===== src/rtl/reward_eval_seq.sv =====
// Sequential N x N board reward evaluator: scans one winning line per clock, then reports reward and status.
// Latency 2N+2 scan cycles after acceptance; the result holds in DONE until out_ready, and no new board is accepted meanwhile.
module reward_eval_seq #(
    parameter int N      = 3,
    parameter int RW     = 8,
    parameter int R_WIN  = 2,
    parameter int R_LOSE = -2,
    parameter int R_FULL = 0,
    parameter int R_CONT = 1
) (
    input  logic              clk,
    input  logic              rst,
    input  logic              in_valid,
    output logic              in_ready,
    input  logic [2*N*N-1:0]  state,
    output logic              out_valid,
    input  logic              out_ready,
    output logic [RW-1:0]     reward,
    output logic [1:0]        status,
    output logic              bad_cell
);

    localparam int L  = 2*N + 2;
    localparam int IW = $clog2(L);

    localparam logic [RW-1:0] RV_WIN  = RW'(R_WIN);
    localparam logic [RW-1:0] RV_LOSE = RW'(R_LOSE);
    localparam logic [RW-1:0] RV_FULL = RW'(R_FULL);
    localparam logic [RW-1:0] RV_CONT = RW'(R_CONT);

    typedef enum logic [1:0] {IDLE, SCAN, DONE} fsm_t;

    fsm_t              cur, nxt;
    logic [2*N*N-1:0]  board;
    logic [IW-1:0]     idx;
    logic              win_a, win_o;
    logic              line_a, line_o, any_empty, any_bad, last;
    logic              fin_a, fin_o;

    // Cell coordinates of line idx: rows, then columns, then main and anti diagonal.
    always_comb begin
        int r, c;
        r      = 0;
        c      = 0;
        line_a = 1'b1;
        line_o = 1'b1;
        for (int k = 0; k < N; k++) begin
            if (int'(idx) < N) begin
                r = int'(idx);
                c = k;
            end else if (int'(idx) < 2*N) begin
                r = k;
                c = int'(idx) - N;
            end else if (int'(idx) == 2*N) begin
                r = k;
                c = k;
            end else begin
                r = k;
                c = N - 1 - k;
            end
            line_a = line_a && (board[2*(r*N+c) +: 2] == 2'b01);
            line_o = line_o && (board[2*(r*N+c) +: 2] == 2'b10);
        end
    end

    always_comb begin
        any_empty = 1'b0;
        any_bad   = 1'b0;
        for (int i = 0; i < N*N; i++) begin
            any_empty = any_empty || (board[2*i +: 2] == 2'b00);
            any_bad   = any_bad   || (board[2*i +: 2] == 2'b11);
        end
    end

    assign last  = (int'(idx) == L - 1);
    assign fin_a = win_a || line_a;
    assign fin_o = win_o || line_o;

    always_comb begin
        nxt       = cur;
        in_ready  = 1'b0;
        out_valid = 1'b0;
        case (cur)
            IDLE: begin
                in_ready = !rst;
                if (in_valid && !rst) nxt = SCAN;
            end
            SCAN: if (last) nxt = DONE;
            DONE: begin
                out_valid = !rst;
                if (out_ready) nxt = IDLE;
            end
            default: nxt = IDLE;
        endcase
    end

    always_ff @(posedge clk) begin
        if (rst) begin
            cur      <= IDLE;
            board    <= '0;
            idx      <= '0;
            win_a    <= 1'b0;
            win_o    <= 1'b0;
            reward   <= '0;
            status   <= 2'b00;
            bad_cell <= 1'b0;
        end else begin
            cur <= nxt;
            case (cur)
                IDLE: if (nxt == SCAN) begin
                    board <= state;
                    idx   <= '0;
                    win_a <= 1'b0;
                    win_o <= 1'b0;
                end
                SCAN: begin
                    win_a <= fin_a;
                    win_o <= fin_o;
                    idx   <= last ? '0 : idx + IW'(1);
                    // The final line is folded in directly since the sticky flags lag by one cycle.
                    if (last) begin
                        bad_cell <= any_bad;
                        if (fin_a) begin
                            reward <= RV_WIN;
                            status <= 2'b10;
                        end else if (fin_o) begin
                            reward <= RV_LOSE;
                            status <= 2'b11;
                        end else if (!any_empty) begin
                            reward <= RV_FULL;
                            status <= 2'b01;
                        end else begin
                            reward <= RV_CONT;
                            status <= 2'b00;
                        end
                    end
                end
                default: ;
            endcase
        end
    end

endmodule


===== config.mk =====
export PLATFORM = sky130hd
export DESIGN_NAME = reward_eval_seq
export DESIGN_NICKNAME = d
export VERILOG_FILES = /design/src/rtl/reward_eval_seq.sv
export SDC_FILE = /design/constraint.sdc
export NUM_CORES = 1
export LEC_CHECK = 0
export CORE_MARGIN = 2
export CORE_UTILIZATION = 56
export CTS_CLUSTER_SIZE = 40
export DETAILED_ROUTE_END_ITERATION = 16
export GPL_ROUTABILITY_DRIVEN = 1
export PLACE_DENSITY = 0.92
export SYNTH_ARGS = -nofsm -noshare
export SYNTH_HDL_FRONTEND = slang
export SYNTH_SLANG_ARGS = --single-unit

===== constraint.sdc =====
create_clock -name clk -period 5.4 [get_ports clk]
set_clock_uncertainty 0.1 [all_clocks]
set_input_delay 0.81 -clock clk [delete_from_list [all_inputs] [get_ports clk]]
set_output_delay 0.81 -clock clk [all_outputs]
set_load 0.005 [all_outputs]

==> metrics.md <==
| Metric | Value |
|---|---|
| Chip Width | 72.8 um |
| Syn_nets | 379 |
| FF-to-FF path depth | 17 |
| Tmin final | 4730 ps |
| Number of global-route vias before repair | 2,509 |
| Post-synth EDFFs | 0 |
| Hold Crit Depth | 2 |
| Count of input and output buffers | 34 |
| Gpl congestion | 1.00 |
| Total CTS buffers | 5 |
| Reg clk slew, reported paths | 60 ps |
| Max Cap Viol | 0 |
| Final hold vios | 0 |
| Layout area overhead | 15.5% |
| Xor/xnor share of the synthesized area | 3.26% |
| Area of the multi-input gates | 1900 um^2 |
| Peak Freq | 212 MHz |
| Fin nets | 402 |
| GRT Resource Usage Total | 27.0% |
| Reg power frac | 41.4% |
| Share of total power in the clock network | 31.9% |
| CTS Sinks | 30 |
| Commonest non-fill, non-tap cell in the layout | nand2_1 |
| Adder-cell share of the synthesized area | 11.2% |
| CP max FO | 17 |
| Synth Register Bits | 30 |
| Static leakage power | 1.18 nW |
| DR pass1 iterations | 7 |
| RSZ-0062 raised after global routing | no |
| Post-Place Cells | 405 |
| Maximum clock insertion buffer count | 2 |
| Post-synth ARST share | 0% |
| Reg-to-Reg End | reward[6] |
| Core area | 4630 um^2 |
| Vias per inst | 6.38 |
| Synth Area in Compound Gates | 24.0% |
| Pin count of the biggest net entering global routing | 35 |
| Status | completed |
| Worst slack at placement | 746 ps |
| Final core occ | 66.1% |
| Synth cell types | 67 |
| Register area share after synthesis | 22.7% |
| CP startpoint | idx[1] |
| Synth area leader | dfxtp_1 |
| Most frequent cells in the layout | nand2_1, clkdlybuf4s50_1, a21oi_1, dfxtp_1, ha_1 |
| Fillers | 373 |
| H-tree depth | 2 |
| R2R Setup Slk | 670 ps |
| Sw Share | 32.4% |
| Overflow after GRT | 0 |
| Cell Int Power | 0.405 mW |
| Die area | 5290 um^2 |
| Clk_lat worst skew | 290 ps |
| FF+latch area | 601 um^2 |
| Final instance count without filler cells | 413 |
| Root Buffer | clkbuf_8 |
| Worst Hold Class | register to register |
| Main flop type after synthesis | dfxtp_1 |
| Max Slew Vio Count | 0 |
| Mean cell area of the mapped netlist | 7.90 um^2 |
| Worst Path Required | 5500 ps |
| Post-DR wirelength/cell | 16.1 um |
| Hold Worst Slack | 378 ps |
| Power, Total | 0.600 mW |
| Top-area cell type share of the netlist area | 22.7% |
| Final worst slack | 673 ps |
| Fin crit share | 87.5% |
| CTS hold repair buffers | 0 |
| Reg2Reg Launch Point | idx[1] |
| Share of layout cells above drive strength 1 | 8.36% |
| CTS resizes | 0 |
| Post-DP Area | 2960 um^2 |
| DR iter-0 viols | 206 |
| PwrDens | 196 nW/um^2 |
| Initial Util | 57.2% |
| Area share of and/or/nand/nor cells after synthesis | 25.3% |
| CP endpoint kind | register |
| Setup bufs post-CTS | 0 |
| CP Class | register to register |
| Worst VDD drop | 0.178 mV |
| Syn Inst Count | 335 |
| WL final | 6670 um |
| Mux contribution to synthesized area | 7.61% |
| Setup_tns | 0 ps |
| Switching power | 0.195 mW |
| Final instance area | 3060 um^2 |
| Worst path arrival time | 4820 ps |
| Crit path launch type | register |
| Top cells by area, synth | dfxtp_1, nand2_1, ha_1, a21oi_1, mux4_2 |
| Syn Std Cell Area | 2650 um^2 |
| Max-slew headroom | 46.0% |
| Finish-stage setup viols | 0 |
| Combinational share of power | 26.8% |
| Worst Max-Slew Pin Slew | 808 ps |
| Number of top-level pins | 35 |
| Vias | 2,637 |
| CP endpoint | reward[6] |
| Initial antenna violation count | 0 |
| First-pass GRT wire length | 11,400 um |
| Drt drc | 0 |
| Largest family of logic cells by synthesized area | simple AND/OR/NAND/NOR gates |
| Die Y | 72.8 um |
| Final antenna-violating net count | 0 |
| Synthesis Warnings | 0 |
| Cell row count | 25 |
| N_diodes | 0 |
| CTS tree | yes |
| Post-DP HPWL | 4960 um |
==> cells by family (layout without fill, tap and decap cells) <==
logic type	count (synthesis)	count (layout)
adder cells (fa/ha/maj)	22	22
flip-flops	30	30
multiplexers	12	12
XOR/XNOR	9	9
other	1	1
AO/OA/AOI/OAI	90	90
AND/OR/NAND/NOR	139	139
buffers and inverters	32	56
==> state kept, by name, indices dropped and copies added (netlist names) <==
| name | count |
|---|---|
| bad_cell | 1 |
| board | 18 |
| cur | 2 |
| idx | 3 |
| reward | 3 |
| status | 1 |
| win_a | 1 |
| win_o | 1 |
==> metal layers <==
| metal | vias up | wire, um | GRT usage (%) |
|---|---|---|---|
| met5 | - | 0 | 0 |
| met4 | 0 | 176 | 10.7 |
| met3 | 21 | 542 | 3.73 |
| met2 | 126 | 3220 | 44.5 |
| met1 | 1238 | 2730 | 35.5 |
| li1 | 1252 | - | - |
==> worst max-delay path, cell delays in order (launching register included) <==
cell and delay, ps:
dfxtp_1 670, ha_1 280, inv_1 50, ha_1 340, nand2_1 220, inv_1 60, ha_1 280, inv_1 50
ha_1 280, ha_1 270, nor2b_1 130, o21ai_0 370, mux2_2 390, a22o_1 180, a22oi_1 210, a31oi_2 110
a311o_2 420, o31ai_1 240
==> cell type report <==
class	count	area share [%]
well taps	54	2.21
clock buffers	6	2.70
clock inverters	2	0.409
inverters	12	1.47
repair buffers	36	11.6
multi-input cells	273	62.0
flip-flops and latches	30	19.6
==> how the worst min path moves through the flow <==
stage | endpoint | slack [ps] | from
2_1_floorplan | win_a | 340 | win_a
3_3_place_gp | win_a | 360 | win_a
3_5_place_dp | win_a | 360 | win_a
4_1_cts | win_a | 380 | win_a
5_1_grt | status[0] | 420 | status[0]
6_report | win_a | 380 | win_a
==> Yosys cell counts (2+ instances only) <==
master and n:
inv_1 12, nand3_1 6, dfxtp_1 30, o22ai_1 4
buf_4 6, nand2b_1 9, mux2_2 2, clkbuf_1 11
a211oi_1 4, xor2_1 4, nand4_1 4, o21ai_0 8
fa_1 3, nor3b_1 2, nor2_1 17, a311oi_1 2
a211o_1 2, and2_1 5, a22o_1 3, or3_1 2
o31ai_1 2, a21oi_1 30, a211oi_2 2, nor3_1 7
ha_1 19, nand2_1 66, and3_1 4, mux2i_1 4
a21o_1 4, a22oi_1 6, xnor2_1 4, nor2b_1 7
o21bai_1 2, mux4_2 5, a31oi_1 5
==> power by group through the flow <==
stage	sequential [mW]	combinational, mW	clock, mW
2_1_floorplan	0.243	0.120	0
3_3_place_gp	0.251	0.153	0
3_5_place_dp	0.252	0.157	0
4_1_cts	0.247	0.158	0.191
5_1_grt	0.249	0.179	0.201
6_report	0.248	0.160	0.191
Note: power is estimated with default switching activity, not from simulation.
